==> config.mk <==
export PLATFORM = sky130hd
export DESIGN_NAME = bconv3x3_stream
export DESIGN_NICKNAME = d
export VERILOG_FILES = /design/src/rtl/bconv3x3_stream.sv
export SDC_FILE = /design/constraint.sdc
export NUM_CORES = 1
export LEC_CHECK = 0
export ABC_AREA = 1
export CORE_MARGIN = 1.5
export CORE_UTILIZATION = 60
export DETAILED_ROUTE_END_ITERATION = 10
export PLACE_DENSITY = 0.9
export RECOVER_POWER = 25
export SLEW_MARGIN = 25
export SYNTH_ARGS = -nofsm -noshare
export SYNTH_HDL_FRONTEND = slang
export SYNTH_SLANG_ARGS = --single-unit
==> constraint.sdc <==
create_clock -name clk -period 4.6 [get_ports clk]
set_input_delay 0.69 -clock clk [delete_from_list [all_inputs] [get_ports clk]]
set_output_delay 0.69 -clock clk [all_outputs]
set_load 0.02 [all_outputs]
==> src/rtl/bconv3x3_stream.sv <==
// rtl/bconv3x3_stream.sv - streaming 3x3 binary (XNOR-popcount) convolution
// over a 1-bit raster image, one registered output stage with full backpressure.
module bconv3x3_stream #(
   parameter int                         WIDTH    = 28,
   parameter int                         HEIGHT   = 28,
   parameter int                         CH_OUT   = 8,
   parameter logic [CH_OUT*9-1:0]        WEIGHTS  = '1,
   parameter int                         THRESH_W = 4,
   parameter logic [CH_OUT*THRESH_W-1:0] THRESH   = {CH_OUT{THRESH_W'(5)}}
) (
   input  logic                       clk,
   input  logic                       rst,
   input  logic                       in_valid,
   output logic                       in_ready,
   input  logic                       in_pixel,
   output logic                       out_valid,
   input  logic                       out_ready,
   output logic [CH_OUT-1:0]          out_data,
   output logic [$clog2(HEIGHT)-1:0]  out_row,
   output logic [$clog2(WIDTH)-1:0]   out_col,
   output logic                       frame_done
);

   localparam int CW = $clog2(WIDTH);
   localparam int RW = $clog2(HEIGHT);

   logic [CW-1:0]     col_in;
   logic [RW-1:0]     row_in;
   logic [WIDTH-1:0]  lb_top;   // pixels of row_in-2, indexed by column
   logic [WIDTH-1:0]  lb_mid;   // pixels of row_in-1, indexed by column
   logic [8:0]        win;
   logic [8:0]        win_nxt;
   logic [3:0]        pop [CH_OUT];
   logic [CH_OUT-1:0] res;
   logic              accept;
   logic              win_full;
   logic              last_out;

   assign in_ready = !out_valid || out_ready;
   assign accept   = in_valid && in_ready;
   assign win_full = (row_in >= RW'(2)) && (col_in >= CW'(2));
   assign last_out = (out_row == RW'(HEIGHT-3)) && (out_col == CW'(WIDTH-3));

   // Each window row shifts toward the older column; the new column enters at taps 2/5/8.
   assign win_nxt = {in_pixel, win[8:7], lb_mid[col_in], win[5:4], lb_top[col_in], win[2:1]};

   always_comb begin
      for (int c = 0; c < CH_OUT; c++) begin
         pop[c] = '0;
         for (int k = 0; k < 9; k++) begin
            pop[c] = pop[c] + {3'b000, ~(win_nxt[k] ^ WEIGHTS[c*9+k])};
         end
         res[c] = THRESH_W'(pop[c]) >= THRESH[c*THRESH_W +: THRESH_W];
      end
   end

   always_ff @(posedge clk or posedge rst) begin
      if (rst) begin
         col_in     <= '0;
         row_in     <= '0;
         lb_top     <= '0;
         lb_mid     <= '0;
         win        <= '0;
         out_valid  <= 1'b0;
         out_data   <= '0;
         out_row    <= '0;
         out_col    <= '0;
         frame_done <= 1'b0;
      end else begin
         frame_done <= out_valid && out_ready && last_out;
         if (accept) begin
            win            <= win_nxt;
            lb_top[col_in] <= lb_mid[col_in];
            lb_mid[col_in] <= in_pixel;
            if (col_in == CW'(WIDTH-1)) begin
               col_in <= '0;
               row_in <= (row_in == RW'(HEIGHT-1)) ? '0 : row_in + RW'(1);
            end else begin
               col_in <= col_in + CW'(1);
            end
         end
         if (accept && win_full) begin
            out_valid <= 1'b1;
            out_data  <= res;
            out_row   <= row_in - RW'(2);
            out_col   <= col_in - CW'(2);
         end else if (out_ready) begin
            out_valid <= 1'b0;
         end
      end
   end

endmodule

==> results.md <==
* Net Sw Power at 1.661 mW
* Clock power share at 15.1%
* Synth-to-Final Area Change at 9.339%
* Average instance area after synthesis at 7.493 sq um
* Post-Layout Cell Count at 744
* Register Area at 2127 sq um
* Synth warn at 0
* Leakage at 2.593 nW
* Max-slew violations at 60
* Ant. Diodes at 0
* Pre-antenna DRT Iters at 5
* Part of the cycle the worst path needs at 83.80%
* Switching share of power at 45.86%
* Average vias per placed instance at 5.321
* CTS tree: done
* Combinational power share at 53.1%
* Core ar. at 7647 sq um
* Total setup buffers inserted after CTS at 0
* Slew headroom at -69.82%
* Grt ovf at 0
* Die H at 91.28 microns
* CTS sink cnt at 85
* FF+latch count, synth at 85
* CTS Buf Count at 9
* WP data required at 4.88 ns
* Vias in the first global route at 3885
* Routed len/inst at 13.25 microns
* Post-Syn Nets at 651
* CTS Buffer Depth at 2
* Hold_buf cts at 0
* CTS HTree Levels at 3
* Post-Synth Simple-Gate Area at 26.76%
* RSZ-0062 raised after global routing: false
* Maximum vdd ir drop at 0.3356 mV
* Fill count at 604
* Crit Reg-Reg Startpoint: col_in[0]
* Drc violations at 0
* Seq/Total Area, Yosys at 45.49%
* CP Launch Type: register
* Wire length of the first global-routing pass at 17230 microns
* Post-synthesis mux area share at 0%
* Max Cap Violations at 1
* Worst reg2reg setup slack at 0.74 ns
* Largest family of logic cells by synthesized area: simple AND/OR/NAND/NOR gates
* Tmin final at 3.855 ns
* Worst r2r path cells at 20
* Die area at 8331 sq um
* Clock-pin slew of the registers on the worst-case setup and hold paths at 0.08 ns
* WS Path Type: register to register
* Crit. End Element: register
* PD cells at 708.5 nW/um^2
* Compound-Gate Fraction of Synth Area at 8.456%
* Worst Hold Launch: lb_top[25]
* Gates resized, CTS repair at 0
* Post-Synth Adder-Cell Area at 6.690%
* Antenna violations before repair at 0
* Internal at 1.961 mW
* Crit path DAT at 4.14 ns
* GRT Resource Usage Total at 26.13%
* Status: finished with violations
* FMAX at 0.2594 GHz
* Vias at 3959
* Clock Skew at 0.01225 ns
* Worst setup startpoint: col_in[0]
* Post-route ant nets at 0
* GPL Wtd Cong at 0.8276
* Fin nets at 664
* Worst slew pin tran at 2.533 ns
* Die Wd at 91.28 microns
* Pin count of the biggest net entering global routing at 60
* # IOs at 26
* Critical Path End: out_data[0]
* Area of the multi-input gates at 2021 sq um
* XOR/XNOR share of the synthesized area at 1.311%
* Initial Util at 61.14%
* Sequential Power Share at 31.8%
* Violated checks: capacitance limit, slew limit
* Synth Cell Area at 4676 sq um
* Drt initial violations at 336
* Row count at 32
* CP max FO at 33
* Hold WC Path Type: register to register
* Yosys cell types at 23
* Final Hold Viols at 0
* Terminus of the critical flop-to-flop path: out_data[0]
* DP HPWL at 6561 microns
* Placed Instances at 728
* Clk_lat worst skew at 0.37 ns
* Finish-stage setup viols at 0
* Port bufs at 25
* Setup TNS at 0 ns
* Layout cell share with drive strength beyond 1 at 4.829%
* Post-synthesis instance total at 624
* Root Driver: clkbuf_8
* Total Routed Length at 9858 microns
## cells in the final DEF, fill, tap and decap left out, drive strengths merged
| cell type | netlist | final |
|---|---|---|
| a21oi | 4 | 4 |
| a22oi | 1 | 1 |
| buf | 23 | 5 |
| bufinv | 0 | 1 |
| clkbuf | 5 | 10 |
| clkdlybuf4s50 | 0 | 23 |
| clkinv | 0 | 2 |
| clkinvlp | 0 | 2 |
| dfrtp | 85 | 85 |
| dlygate4sd3 | 0 | 2 |
| fa | 5 | 5 |
| ha | 17 | 17 |
| inv | 91 | 92 |
| nand2 | 218 | 218 |
| nand3 | 41 | 41 |
| nand4 | 2 | 2 |
| nor2 | 50 | 50 |
| nor3 | 2 | 2 |
| o211ai | 1 | 1 |
| o21ai | 72 | 72 |
| xnor2 | 2 | 2 |
| xor2 | 5 | 5 |
## synth_stat cells, drive strengths merged
library cell  number  area share [%]
inv               91             7.3
nand3             41             4.4
nor3               2            0.21
clkbuf             5            0.40
xnor2              2            0.37
a22oi              1            0.16
ha                17             4.5
nand2            218              18
fa                 5             2.1
a21oi              4            0.43
xor2               5            0.94
o21ai             72             7.7
nand4              2            0.27
o211ai             1            0.16
buf               23             3.6
nor2              50             4.2
dfrtp             85              45
## registers in the layout, indices dropped and copies added (netlist names)
signal	count
out_valid	1
lb_top	28
lb_mid	28
row_in	5
win	6
out_data	1
col_in	5
frame_done	1
out_col	5
out_row	5
## cell type report
cell class / count / share of cell area (%)
inverters: 91 / 6.706
well taps: 102 / 2.496
clock inverters: 6 / 1.346
clock buffers: 10 / 2.692
repair buffers: 30 / 5.629
flip-flops and latches: 85 / 41.61
multi-input cells: 420 / 39.53
## worst max-delay path, stage by stage, from the launching register on
cell,delay (ns)
dfrtp_1,0.39
inv_2,0.42
nand2_1,0.14
nand3_1,0.11
nand2_1,0.06
nand2_1,0.05
nand2_1,0.06
nor2_1,0.13
nand2_2,0.09
inv_1,0.09
fa_1,0.44
fa_1,0.52
inv_1,0.04
ha_1,0.19
inv_1,0.07
fa_1,0.41
a22oi_1,0.16
o21ai_0,0.09
o21ai_0,0.08
nor2_1,0.05
o21ai_0,0.13
## per-layer routing
layer  share of wire [%]  GRT usage, %  vias up
li1                    -             -     1935
met1                  42         32.63     1857
met2                  49         44.71      141
met3                 6.5         3.853       26
met4                 2.7         11.98        0
met5                   0             0        -
## worst min-delay path by stage
stage	to	slack [ns]	cells after the start
floorplan	lb_top[15]	0.45	2
global placement	lb_top[25]	0.46	2
detailed placement	lb_top[25]	0.47	2
CTS	lb_top[25]	0.49	2
global route	lb_top[25]	0.51	2
finish	lb_top[25]	0.49	2
## kinds of logic after synthesis
family | count (synthesis)
flops | 85
buf+inv | 119
compound gates | 78
fa+ha+maj | 22
xor+xnor | 7
simple gates | 313
## metrics by stage
| step | hold slack, ns | setup slack [ns] | utilization (%) | power (mW) | instance area [sq um] |
|---|---|---|---|---|---|
| 2_1_floorplan | 0.4489 | 1.170 | - | 2.613 | 4676 |
| 3_3_place_gp | 0.4622 | 0.6340 | 64.15 | 2.939 | 4906 |
| 3_5_place_dp | 0.4651 | 0.5386 | 64.15 | 3.068 | 4906 |
| 4_1_cts | 0.4868 | 0.7520 | 66.85 | 3.638 | 5112 |
| 5_1_grt | 0.5055 | 0.3646 | 66.85 | 3.966 | 5112 |
| 6_report | 0.4900 | 0.7450 | 66.85 | 3.622 | 5112 |
## power groups by stage
stage	clock network [mW]	logic (mW)	registers (mW)
2_1_floorplan	0	1.41	1.20
3_3_place_gp	0	1.79	1.15
3_5_place_dp	0	1.91	1.16
4_1_cts	0.559	1.93	1.15
5_1_grt	0.588	2.20	1.18
6_report	0.548	1.92	1.15
Note: power is estimated with default switching activity, not from simulation.
